===== config.mk =====
export PLATFORM = sky130hd
export DESIGN_NAME = plru_replace_ctrl
export DESIGN_NICKNAME = d
export VERILOG_FILES = /design/src/rtl/plru_replace_ctrl.sv
export SDC_FILE = /design/constraint.sdc
export NUM_CORES = 1
export LEC_CHECK = 0
export BUFFER_PORTS_ARGS = -buffer_cell sky130_fd_sc_hd__buf_2
export CAP_MARGIN = 20
export CORE_MARGIN = 4
export CORE_UTILIZATION = 44
export CTS_CLUSTER_SIZE = 12
export DETAILED_ROUTE_END_ITERATION = 6
export REMOVE_ABC_BUFFERS = 1
export SYNTH_ARGS = -nofsm -noshare
export SYNTH_HDL_FRONTEND = slang
export SYNTH_SLANG_ARGS = --single-unit

===== constraint.sdc =====
create_clock -name clk -period 3.4 [get_ports clk]
set_input_delay 0.68 -clock clk [delete_from_list [all_inputs] [get_ports clk]]
set_output_delay 0.68 -clock clk [all_outputs]
set_load 0.02 [all_outputs]

===== src/rtl/plru_replace_ctrl.sv =====
// Per-set tree-PLRU replacement controller: arbitrates hit touches against
// victim requests, one op per cycle through a single read-modify-write stage.
module plru_replace_ctrl #(
  parameter int NUM_OF_SETS    = 64,
  parameter int NUM_OF_WAYS    = 4,
  localparam int SET_IDX_WIDTH  = $clog2(NUM_OF_SETS),
  localparam int WAYS_IDX_WIDTH = $clog2(NUM_OF_WAYS)
) (
  input  logic                      clk,
  input  logic                      rst_n,
  input  logic                      touch_valid,
  output logic                      touch_ready,
  input  logic [SET_IDX_WIDTH-1:0]  touch_set,
  input  logic [WAYS_IDX_WIDTH-1:0] touch_way,
  input  logic                      victim_valid,
  output logic                      victim_ready,
  input  logic [SET_IDX_WIDTH-1:0]  victim_set,
  output logic                      victim_rsp_valid,
  output logic [SET_IDX_WIDTH-1:0]  victim_rsp_set,
  output logic [WAYS_IDX_WIDTH-1:0] victim_rsp_way,
  input  logic                      flush_req,
  output logic                      init_done
);

  typedef enum logic [1:0] {INIT, RUN, DRAIN} state_t;

  state_t                    state_q, state_d;
  logic [SET_IDX_WIDTH-1:0]  init_cnt_q;
  logic                      last_victim_q;
  logic                      s1_valid_q, s1_victim_q;
  logic [SET_IDX_WIDTH-1:0]  s1_set_q;
  logic [WAYS_IDX_WIDTH-1:0] s1_way_q;
  logic [NUM_OF_WAYS-1:0]    tree_mem [NUM_OF_SETS];

  logic                      open, both, touch_acc, victim_acc;
  logic [NUM_OF_WAYS-1:0]    rd_tree, new_tree;
  logic [WAYS_IDX_WIDTH:0]   walk, climb;
  logic [WAYS_IDX_WIDTH-1:0] vic_way, upd_way;

  // A tie goes to whichever requester was not granted last.
  always_comb begin
    open         = (state_q == RUN) && !flush_req;
    both         = touch_valid && victim_valid;
    touch_ready  = open && !(both && !last_victim_q);
    victim_ready = open && !(both && last_victim_q);
    init_done    = open;
    touch_acc    = touch_valid && touch_ready;
    victim_acc   = victim_valid && victim_ready;
  end

  always_comb begin
    state_d = state_q;
    case (state_q)
      INIT:    if (init_cnt_q == SET_IDX_WIDTH'(NUM_OF_SETS - 1)) state_d = RUN;
      RUN:     if (flush_req) state_d = DRAIN;
      DRAIN:   state_d = INIT;
      default: state_d = INIT;
    endcase
  end

  // Stage 1: descend the tree for the victim, then flip every node on the
  // accessed way's leaf-to-root path to point at the sibling subtree.
  always_comb begin
    rd_tree = tree_mem[s1_set_q];
    walk    = (WAYS_IDX_WIDTH + 1)'(1);
    for (int unsigned lvl = 0; lvl < WAYS_IDX_WIDTH; lvl++) begin
      walk = {walk[WAYS_IDX_WIDTH-1:0], rd_tree[walk[WAYS_IDX_WIDTH-1:0]]};
    end
    vic_way  = walk[WAYS_IDX_WIDTH-1:0];
    upd_way  = s1_victim_q ? vic_way : s1_way_q;
    new_tree = rd_tree;
    climb    = {1'b1, upd_way};
    for (int unsigned lvl = 0; lvl < WAYS_IDX_WIDTH; lvl++) begin
      new_tree[climb[WAYS_IDX_WIDTH:1]] = ~climb[0];
      climb = climb >> 1;
    end
    new_tree[0] = 1'b0;
  end

  always_ff @(posedge clk or negedge rst_n) begin
    if (!rst_n) begin
      state_q          <= INIT;
      init_cnt_q       <= '0;
      last_victim_q    <= 1'b0;
      s1_valid_q       <= 1'b0;
      s1_victim_q      <= 1'b0;
      s1_set_q         <= '0;
      s1_way_q         <= '0;
      victim_rsp_valid <= 1'b0;
      victim_rsp_set   <= '0;
      victim_rsp_way   <= '0;
    end else begin
      state_q    <= state_d;
      init_cnt_q <= (state_q == INIT) ? init_cnt_q + 1'b1 : '0;
      if (touch_acc || victim_acc) last_victim_q <= victim_acc;
      s1_valid_q  <= touch_acc || victim_acc;
      s1_victim_q <= victim_acc;
      s1_set_q    <= victim_acc ? victim_set : touch_set;
      s1_way_q    <= touch_way;
      victim_rsp_valid <= s1_valid_q && s1_victim_q;
      if (s1_valid_q && s1_victim_q) begin
        victim_rsp_set <= s1_set_q;
        victim_rsp_way <= vic_way;
      end
    end
  end

  always_ff @(posedge clk or negedge rst_n) begin
    if (!rst_n) begin
      for (int unsigned i = 0; i < NUM_OF_SETS; i++) tree_mem[i] <= '0;
    end else if (state_q == INIT) begin
      tree_mem[init_cnt_q] <= '0;
    end else if (s1_valid_q) begin
      tree_mem[s1_set_q] <= new_tree;
    end
  end

endmodule


==> summary.md, run 1 <==
| Metric | Value |
|---|---|
| NumNets Final | `1323` |
| Crit-path max FO | `37` |
| CTS tree | `built` |
| Max-slew violations | `0` |
| Outcome | `complete, no violations` |
| Vias in the first global route | `10300` |
| Largest family of logic cells by synthesized area | `compound AO/OA/AOI/OAI gates` |
| Main flop type after synthesis | `dfrtp_1` |
| Initial antenna violation count | `0` |
| Post-synthesis mux area share | `0.0812` |
| DIE HEIGHT | `~170 µm` |
| Post-synthesis simple-gate area fraction | `0.184` |
| Power share of the sequential group | `0.418` |
| Cell internal pwr | `about 0.0046 W` |
| Largest net degree at the start of global routing | `slightly above 80` |
| Yosys reg bits | `220` |
| FP Rows | `58` |
| RR Endpoint | `tree_mem[75]$_DFFE_PN0P_` |
| CTS H-tree depth | `1` |
| DR iter-0 viols | `1431` |
| Worst Path Arrival | `3610 ps` |
| DIE WIDTH | `about 170 µm` |
| Synth warn | `0` |
| Final worst setup slack | `between 150 and 200 ps` |
| Cells after Synth | `~1300` |
| Fin crit share | `0.949` |
| Worst-skew pair later-pin latency | `about 530 ps` |
| CP Launch Type | `flop` |
| RSZ-0062 raised after global routing | `false` |
| Maxcap violations | `0` |
| Synth area leaders | `dfrtp_1 (48%), nor2_1 (6.9%), nand2_1 (5.8%)` |
| Post-synth top cells | `dfrtp_1 (220), nor2_1 (210), nand2_1 (176)` |
| Largest area contributor in the synthesized netlist | `dfrtp_1` |
| DP HPWL | `between 20000 and 30000 µm` |
| Final hold vios | `0` |
| R2r worst-path depth | `10` |
| Type of the most critical hold path | `primary input to asynchronous set/reset pin` |
| Final setup vio count | `0` |
| Layout cells sized above 1 | `0.148` |
| Worst Tran Pin Value | `slightly below 1000 ps` |
| Fill cell count | `around 2400` |
| Slowest stage delay, CP | `around 560 ps` |
| Max Used Layer | `met4` |
| Worst Skew | `16.0 ps` |
| Largest buffer count on any clock path | `3` |
| Drt drc | `0` |
| DRT Pass-1 Iters | `6` |
| Port bufs | `30` |
| CP Capture Point | `tree_mem[75]$_DFFE_PN0P_` |
| Routed vias | `approximately 11000` |
| Design Power | `around 0.0068 W` |
| Initial core utilization | `0.449` |
| Syn_area_per_cell | `approximately 9 µm²` |
| WS Path Type | `flop to flop` |
| CTS buffer count | `25` |
| Final Wtd Congestion | `around 1.0` |
| Max-slew headroom | `0.337` |
| Max VDD drop | `approximately 0.5 mV` |
| Worst-path cell chain | `buf_4 -> mux4_2 -> mux2i_1 -> o22ai_1 -> a221oi_1 -> nor4b_4 -> xor2_1 -> mux2i_4 -> buf_12 -> o21ai_0` |
| Routed wl met2 | `roughly 18000 µm` |
| Clock slew at reported path FFs | `60 ps` |
| R2R Setup Slk | `~170 ps` |
| PwrDens | `519 nW/µm²` |
| Adder-cell share of the synthesized area | `0.00110` |
| Netlist Area Pre-Place | `around 11000 µm²` |
| Crit path time final | `between 3000 and 4000 ps` |
| Routed wire length | `roughly 42000 µm` |
| Synth Area in Compound Gates | `0.207` |
| Worst setup EP type | `flop` |
| Clk network pwr share | `0.396` |
| Crit path from | `s1_set_q[1]$_DFF_PN0_` |
| First-pass GRT wire length | `about 64000 µm` |
| Seq/Total Area, Yosys | `0.484` |
| Fmax | `slightly above 300 MHz` |
| Combinational power share | `0.186` |
| DR WL/cell | `25.7 µm` |
| Die area | `28500 µm²` |
| TritonCTS Sinks | `220` |
| Slowest-stage cell, CP | `dfrtp_2` |
| Number of flops mapped to enable cells by yosys | `0` |
| Sw Pwr | `around 0.0022 W` |
| Ys async rst share | `1.00` |
| Clk root buf | `clkbuf_16` |
| Area share of the largest cell type after synthesis | `0.484` |
| CP required | `3790 ps` |
| Sw Ratio | `0.325` |
| IO Count | `31` |
| LEAKAGE | `around 5.3 nW` |
| Post-placement setup slack | `175 ps` |
| Via/cell ratio | `around 6.5` |
| Global route overflow | `0` |
| Global Route Usage Sum | `0.294` |
| Library cells used by synthesis | `between 60 and 70` |
| Routed Antenna Nets | `0` |
| Met3 WL | `around 4300 µm` |
| Most common cell in the synthesized netlist | `dfrtp_1` |
| Post-CTS Hold Fix Bufs | `0` |
| Met1 WL | `roughly 18000 µm` |
| Xor and xnor fraction of the mapped netlist area | `0.00385` |
| Core footprint | `25300 µm²` |
| # diodes | `0` |
| Setup TNS | `0 ps` |
| WHS | `around 140 ps` |
| Reg2Reg Launch Point | `s1_set_q[1]$_DFF_PN0_` |
| Synthesis-to-finish area growth | `14.2%` |
## routing by layer
layer / up-vias / GRT usage
li1: 4657 / -
met1: 5259 / 0.427
met2: 646 / 0.425
met3: 144 / 0.0633
met4: 0 / 0.128
met5: - / 0
## critical path: cells and delay by family, from the launching register on
family	cells	cell delay, ps
AND/OR/NAND/NOR	1	360
buffers and inverters	2	570
XOR/XNOR	1	150
multiplexers	3	790
flip-flops	1	560
AO/OA/AOI/OAI	3	630
## per-stage QoR
stage | util | cells | cell area, µm²
3_3_place_gp | 0.481 | 1606 | 12200
6_report | 0.513 | 1650 | 13000
5_1_grt | 0.513 | 1650 | 13000
3_5_place_dp | 0.481 | 1606 | 12200
4_1_cts | 0.513 | 1650 | 13000
2_1_floorplan | - | 1182 | 11000
## worst min path at each step
stage                                         from                   endpoint  slack, ps  depth (start not counted)
after floorplan                              rst_n    init_cnt_q[0]$_DFF_PN0_        380                          0
after global placement    tree_mem[71]$_DFFE_PN0P_   tree_mem[71]$_DFFE_PN0P_        460                          2
after detailed placement  tree_mem[71]$_DFFE_PN0P_   tree_mem[71]$_DFFE_PN0P_        470                          2
after CTS                                    rst_n  tree_mem[231]$_DFFE_PN0P_        190                          1
after global routing                         rst_n  tree_mem[231]$_DFFE_PN0P_        220                          1
final                                        rst_n  tree_mem[231]$_DFFE_PN0P_        140                          1
## repair_timing
action                     4_1_cts  5_1_grt
buffers inserted                 0        0
gates resized for setup          0        2
setup endpoints to repair        0       11
## cells in the final DEF, fill, tap and decap left out, types with 7 or more instances in the layout
master and instances:
buf_2 29, nand2_1 176, mux4_2 18, nor2b_1 8, o21ai_0 92, a221oi_1 15, inv_1 8, clkbuf_8 7
a22oi_1 57, buf_4 54, a31oi_1 13, nor3_1 13, o22ai_1 60, or2_2 8, buf_12 10, mux2i_1 28
mux2_2 20, nand3_1 42, a21oi_1 53, dfrtp_1 217, clkbuf_16 25, o21ai_1 65, nor2_1 209
## registers in the layout, indices dropped and copies added, names as in the netlist
signal	flops
s1_set_q	6
s1_victim_q	1
last_victim_q	1
victim_rsp_set	6
state_q	2
victim_rsp_way	2
victim_rsp_valid	1
s1_valid_q	1
tree_mem	192
init_cnt_q	6
s1_way_q	2
## power groups by stage
stage	Sequential (W)	Combinational (W)	Clock (W)
CTS	0.00282	0.00122	0.00269
global route	0.00284	0.00132	0.00280
floorplan	0.00285	0.000580	0
detailed placement	0.00286	0.00122	0
finish	0.00282	0.00126	0.00267
global placement	0.00286	0.00121	0
## cells by family after synthesis
| logic type | count (synthesis) |
|---|---|
| simple gates | 492 |
| buf+inv | 92 |
| fa+ha+maj | 1 |
| mux | 67 |
| xor+xnor | 5 |
| compound gates | 388 |
| flops | 220 |
## area by class of cell
class,count,area [µm²],share of cell area
flip-flops and latches,220,5510,0.424
multi-input cells,953,5470,0.421
repair buffers,94,766,0.0589
clock buffers,36,737,0.0567
well taps,330,413,0.0318
clock inverters,8,73.8,0.00568
inverters,9,33.8,0.00260
(Power assumes the default switching activity.)
==> run 2, diff against run 1 <==
CORE_MARGIN = default   (was 4)
==> run 2 against run 1 <==
Register-to-register slack about the same. Non-clock buffer count unchanged. Via count down 1.4%. Power up 2.6%.
==> summary.md, run 2 (synthesized netlist as in run 1, its figures left out) <==
| Metric | Value |
|---|---|
| Max-slew violations | `0 (unchanged)` |
| Final hold vios | `0 (unchanged)` |
| Vias in the first global route | `10300 (about the same)` |
| Commonest non-fill, non-tap cell in the layout | `dfrtp_1 (unchanged)` |
| Cell internal pwr | `0.00472 W (was 0.00456 W)` |
| Fin crit share | `0.946 (was 0.949)` |
| Core footprint | `25300 µm² (about the same)` |
| Max VDD drop | `0.595 mV (was 0.490 mV)` |
| DIE WIDTH | `163 µm (was 169 µm)` |
| Routed vias | `10600 (was 10700)` |
| DP HPWL | `28800 µm (was 28700 µm)` |
| Largest buffer count on any clock path | `3 (unchanged)` |
| PwrDens | `529 nW/µm² (was 519 nW/µm²)` |
| DIE HEIGHT | `163 µm (was 169 µm)` |
| CTS H-tree depth | `1 (unchanged)` |
| Via/cell ratio | `6.38 (was 6.49)` |
| Global route overflow | `0 (unchanged)` |
| Worst Path Arrival | `3620 ps (was 3610 ps)` |
| Largest net degree at the start of global routing | `85 (was 82)` |
| Max-slew headroom | `0.311 (was 0.337)` |
| Type of the most critical hold path | `primary input to asynchronous set/reset pin (unchanged)` |
| Post-CTS Hold Fix Bufs | `0 (unchanged)` |
| Clk network pwr share | `0.412 (was 0.396)` |
| DRT Pass-1 Iters | `5 (was 6)` |
| CTS buffer count | `26 (was 25)` |
| Routed wire length | `42300 µm (was 42400 µm)` |
| Worst-skew pair later-pin latency | `540 ps (was 530 ps)` |
| Routed Antenna Nets | `0 (unchanged)` |
| Initial core utilization | `0.451 (was 0.449)` |
| Drt drc | `0 (unchanged)` |
| Combinational power share | `0.180 (was 0.186)` |
| Register with the most flip-flops | `tree_mem (unchanged)` |
| CTS tree | `built (unchanged)` |
| Die area | `26500 µm² (was 28500 µm²)` |
| Worst setup EP type | `flop (unchanged)` |
| Design area | `13100 µm² (was 13000 µm²)` |
| Final setup vio count | `0 (unchanged)` |
| LEAKAGE | `5.38 nW (was 5.34 nW)` |
| Fmax | `311 MHz (was 310 MHz)` |
| RSZ-0062 raised after global routing | `false (unchanged)` |
| Maxcap violations | `0 (unchanged)` |
| FP Rows | `58 (unchanged)` |
| Layout cells sized above 1 | `0.147 (was 0.148)` |
| Power share of the sequential group | `0.408 (was 0.418)` |
| Max reg flops | `192 (unchanged)` |
| Synthesis-to-finish area growth | `15.0% (was 14.2%)` |
| Crit path time final | `3220 ps (was 3230 ps)` |
| Final Wtd Congestion | `0.956 (was 1.00)` |
| Outcome | `complete, no violations (unchanged)` |
| IO Count | `31 (unchanged)` |
| First-pass GRT wire length | `64200 µm (was 64300 µm)` |
| TritonCTS Sinks | `220 (unchanged)` |
| CP required | `3810 ps (was 3790 ps)` |
| # diodes | `0 (unchanged)` |
| Port bufs | `30 (unchanged)` |
| Commonest cells after routing, fill and taps aside | `dfrtp_1 (217), nor2_1 (210), nand2_1 (176) (was dfrtp_1 (217), nor2_1 (209), nand2_1 (176))` |
| Global Route Usage Sum | `0.326 (was 0.294)` |
| Setup TNS | `0 ps (unchanged)` |
| Crit-path max FO | `47 (was 37)` |
| Clock slew at reported path FFs | `60 ps (about the same)` |
| Placement Cell Area | `12200 µm² (about the same)` |
| WS Path Type | `flop to flop (unchanged)` |
| Initial antenna violation count | `0 (unchanged)` |
| CP Launch Type | `flop (unchanged)` |
| DR iter-0 viols | `1323 (was 1431)` |
| NumNets Final | `1324 (was 1323)` |
| Sw Pwr | `0.00221 W (was 0.00220 W)` |
| Clk root buf | `clkbuf_16 (unchanged)` |
| Sw Ratio | `0.319 (was 0.325)` |
| Worst Tran Pin Value | `1030 ps (was 994 ps)` |
| DR WL/cell | `25.6 µm (was 25.7 µm)` |
| Worst Skew | `12.0 ps (was 16.0 ps)` |
==> run 2: area by class of cell <==
cell class / count / area (µm²)
well taps: 330 / 413
repair buffers: 94 / 782
clock buffers: 41 / 788
flip-flops and latches: 220 / 5510
clock inverters: 7 / 87.6
fillers: 2362 / 12200
multi-input cells: 953 / 5470
inverters: 9 / 33.8
==> run 2: worst paths after layout <==
check | from | end | slack [ps] | depth (start not counted)
setup / recovery | s1_set_q[0]$_DFF_PN0_ | tree_mem[182]$_DFFE_PN0P_ | 180 | 10
hold / removal | rst_n | tree_mem[237]$_DFFE_PN0P_ | 160 | 1
hold reg to reg | tree_mem[23]$_DFFE_PN0P_ | tree_mem[23]$_DFFE_PN0P_ | 470 | 2
min in group clk | touch_way[1] | s1_way_q[1]$_DFF_PN0_ | 250 | 1
setup reg to reg | s1_set_q[0]$_DFF_PN0_ | tree_mem[182]$_DFFE_PN0P_ | 180 | 10
max in group asynchronous | rst_n | tree_mem[43]$_DFFE_PN0P_ | 2370 | 2
==> run 2: power by group through the flow <==
stage / clock network, W / logic, W / registers (W)
after global placement: 0 / 0.00120 / 0.00286
after floorplan: 0 / 0.000580 / 0.00285
final: 0.00285 / 0.00125 / 0.00283
after global routing: 0.00298 / 0.00132 / 0.00284
after CTS: 0.00288 / 0.00122 / 0.00282
after detailed placement: 0 / 0.00121 / 0.00287
==> run 2: layer usage <==
layer	GRT usage	vias up	wire length, µm
met2	0.497	622	18600
met4	0.132	0	2110
met1	0.451	5129	17300
li1	-	4652	-
met5	0	-	0
met3	0.0677	150	4270
==> run 2: critical path, cell delays in order (launching register included) <==
cell and delay (ps):
dfrtp_2 520, nor2_1 600, buf_4 310, a221oi_1 110, nor3_1 370, nor4_1 110, and4b_1 240, xnor2_1 180
a21oi_4 200, buf_12 280, o21ai_1 130
==> run 2: metrics by stage <==
stage	util	std cells	hold WS [ps]	setup slack, ps	total power, W
floorplan	-	1182	384	-1950	0.00343
global placement	0.482	1603	458	140	0.00407
detailed placement	0.482	1603	468	148	0.00408
CTS	0.517	1651	186	121	0.00691
global route	0.518	1654	208	36.5	0.00713
finish	0.518	1654	156	184	0.00693
==> run 2: timing repair <==
item                       CTS  global route
buffers inserted             0             3
setup endpoints to repair    0            56
resized for setup            0             2
==> run 3, diff against run 2 <==
clock period = 3.2 ns   (was 3.4 ns; I/O delays follow)
==> run 3 against run 2 <==
Count of clock-buffer cells in the layout decreased by 4. Fmax increased by 2.7%. Highest routed layer unchanged. Die area unchanged. Critical path type unchanged. Largest cell class unchanged. Sequential power rose by 6%. First-iteration DRC count rose by 13%.
==> summary.md, run 3 (synthesized netlist as in run 1, its figures left out) <==
| Metric | Value |
|---|---|
| Register with the most flip-flops | `tree_mem (unchanged)` |
| Fmax | `319 MHz (was 311 MHz)` |
| CTS H-tree depth | `1 (unchanged)` |
| Fill cell count | `2323 (was 2362)` |
| Reg2Reg Launch Point | `s1_set_q[1]$_DFF_PN0_ (was s1_set_q[0]$_DFF_PN0_)` |
| Worst Path Arrival | `3530 ps (was 3620 ps)` |
| CP Capture Point | `tree_mem[19]$_DFFE_PN0P_ (was tree_mem[182]$_DFFE_PN0P_)` |
| DRT Pass-1 Iters | `6 (was 5)` |
| LEAKAGE | `5.46 nW (was 5.38 nW)` |
| Routed Antenna Nets | `0 (unchanged)` |
| PwrDens | `556 nW/µm² (was 529 nW/µm²)` |
| Clock slew at reported path FFs | `70 ps (was 60 ps)` |
| Die area | `26500 µm² (unchanged)` |
| R2r worst-path depth | `12 (was 10)` |
| Routed vias | `10700 (was 10600)` |
| Port bufs | `30 (unchanged)` |
| Max-slew violations | `0 (unchanged)` |
| FP Rows | `58 (unchanged)` |
| CTS buffer count | `25 (was 26)` |
| DIE WIDTH | `163 µm (unchanged)` |
| Final setup vio count | `0 (unchanged)` |
| WS Path Type | `flop to flop (unchanged)` |
| Routed wire length | `43200 µm (was 42300 µm)` |
| Largest buffer count on any clock path | `3 (unchanged)` |
| Outcome | `complete, no violations (unchanged)` |
| CP Launch Type | `flop (unchanged)` |
| RSZ-0062 raised after global routing | `true (was false)` |
| Commonest non-fill, non-tap cell in the layout | `dfrtp_1 (unchanged)` |
| Crit-path max FO | `28 (was 47)` |
| Fin crit share | `0.979 (was 0.946)` |
| Initial core utilization | `0.451 (unchanged)` |
| Vias in the first global route | `10100 (was 10300)` |
| Worst setup EP type | `flop (unchanged)` |
| Synthesis-to-finish area growth | `16.1% (was 15.0%)` |
| Via/cell ratio | `6.43 (was 6.38)` |
| TritonCTS Sinks | `220 (unchanged)` |
| Crit path from | `s1_set_q[1]$_DFF_PN0_ (was s1_set_q[0]$_DFF_PN0_)` |
| Post-CTS Hold Fix Bufs | `0 (unchanged)` |
| Final Util | `0.523 (was 0.518)` |
| First-pass GRT wire length | `64000 µm (was 64200 µm)` |
| WHS | `75.8 ps (was 156 ps)` |
| DP HPWL | `28700 µm (was 28800 µm)` |
| DIE HEIGHT | `163 µm (unchanged)` |
| RR Endpoint | `tree_mem[19]$_DFFE_PN0P_ (was tree_mem[182]$_DFFE_PN0P_)` |
| DR WL/cell | `25.9 µm (was 25.6 µm)` |
| Global Route Usage Sum | `0.328 (was 0.326)` |
| Clk root buf | `clkbuf_16 (unchanged)` |
| Largest net degree at the start of global routing | `82 (was 85)` |
| Commonest cells after routing, fill and taps aside | `dfrtp_1 (217), nor2_1 (210), nand2_1 (176) (unchanged)` |
| Crit path time final | `3130 ps (was 3220 ps)` |
| Drt drc | `0 (unchanged)` |
| Maxcap violations | `0 (unchanged)` |
| Worst-skew pair later-pin latency | `540 ps (about the same)` |
| Global route overflow | `0 (unchanged)` |
| DR iter-0 viols | `1497 (was 1323)` |
| NumNets Final | `1337 (was 1324)` |
| CTS tree | `built (unchanged)` |
| R2R Setup Slk | `70 ps (was 180 ps)` |
| Worst Tran Pin Value | `947 ps (was 1030 ps)` |
| Final Wtd Congestion | `0.956 (about the same)` |
| Max-slew headroom | `0.369 (was 0.311)` |
| Layout cells sized above 1 | `0.157 (was 0.147)` |
| Max VDD drop | `0.441 mV (was 0.595 mV)` |
| Worst Skew | `21.1 ps (was 12.0 ps)` |
| Initial antenna violation count | `0 (unchanged)` |
| Type of the most critical hold path | `primary input to asynchronous set/reset pin (unchanged)` |
| CP required | `3600 ps (was 3810 ps)` |
| IO Count | `31 (unchanged)` |
| Core footprint | `25300 µm² (unchanged)` |
| Max reg flops | `192 (unchanged)` |
| Final hold vios | `0 (unchanged)` |
-- run 3: cell types whose count changed in the layout (fill, tap and decap cells not counted), sizes merged --
cell	change
buf	+13
clkbuf	-3
bufinv	+1
clkinv	+1
clkinvlp	-1
diode	+1
-- run 3: metal layers --
layer	GRT usage	wire length, µm	vias to the layer above
met2	0.483	18900	711
li1	-	-	4677
met5	0	0	-
met4	0.147	2140	0
met1	0.456	17100	5194
met3	0.0779	4970	138
-- run 3: area by class of cell --
| cell class | instances | area [µm²] | area share |
|---|---|---|---|
| Clock buffer | 37 | 721 | 0.0545 |
| Antenna cell | 1 | 2.50 | 0.000189 |
| Clock inverter | 8 | 115 | 0.00871 |
| Timing Repair Buffer | 108 | 933 | 0.0706 |
| Multi-Input combinational cell | 953 | 5490 | 0.415 |
| Tap cell | 330 | 413 | 0.0312 |
| Inverter | 9 | 33.8 | 0.00256 |
| Sequential cell | 220 | 5510 | 0.417 |
-- run 3: how the worst min path moves through the flow --
stage | cells past startpoint | end | startpoint | slack, ps
floorplan | 0 | init_cnt_q[0]$_DFF_PN0_ | rst_n | 340
global placement | 2 | tree_mem[71]$_DFFE_PN0P_ | tree_mem[71]$_DFFE_PN0P_ | 460
detailed placement | 2 | tree_mem[71]$_DFFE_PN0P_ | tree_mem[71]$_DFFE_PN0P_ | 460
CTS | 1 | tree_mem[241]$_DFFE_PN0P_ | rst_n | 120
global route | 1 | tree_mem[242]$_DFFE_PN0P_ | rst_n | 140
finish | 1 | tree_mem[242]$_DFFE_PN0P_ | rst_n | 80
-- run 3: through the flow --
| stage | worst slack, ps | instance area [µm²] | power (W) | setup TNS (ps) | std cells |
|---|---|---|---|---|---|
| 6_report | 67.5 | 13200 | 0.00735 | 0 | 1666 |
| 5_1_grt | -13.4 | 13200 | 0.00755 | -62.8 | 1665 |
| 4_1_cts | 69.4 | 13100 | 0.00730 | 0 | 1663 |
| 3_5_place_dp | 76.1 | 12300 | 0.00435 | 0 | 1618 |
| 3_3_place_gp | 96.5 | 12300 | 0.00434 | 0 | 1618 |
| 2_1_floorplan | -2150 | 11000 | 0.00364 | -316290 | 1182 |
-- run 3: where the power goes --
part           switching (W)  internal [W]
registers           0.000150       0.00285
clock network        0.00118       0.00179
logic                0.00103      0.000346
total                0.00236       0.00499
-- run 3: worst max-delay path, cell delays in order (launching register included) --
cell and delay, ps:
dfrtp_2 420, buf_12 200, buf_4 240, nand2b_1 210
o22ai_1 90, o31a_1 290, a211o_1 320, nor4_4 390
mux2i_1 170, mux2i_4 200, buf_12 160, buf_12 170
o21ai_0 110
-- run 3: repair_timing --
item                       4_1_cts  5_1_grt
setup endpoints to repair        0      122
buffers inserted                 0        1
hold endpoints to repair         0        0
gates resized for setup          0        9
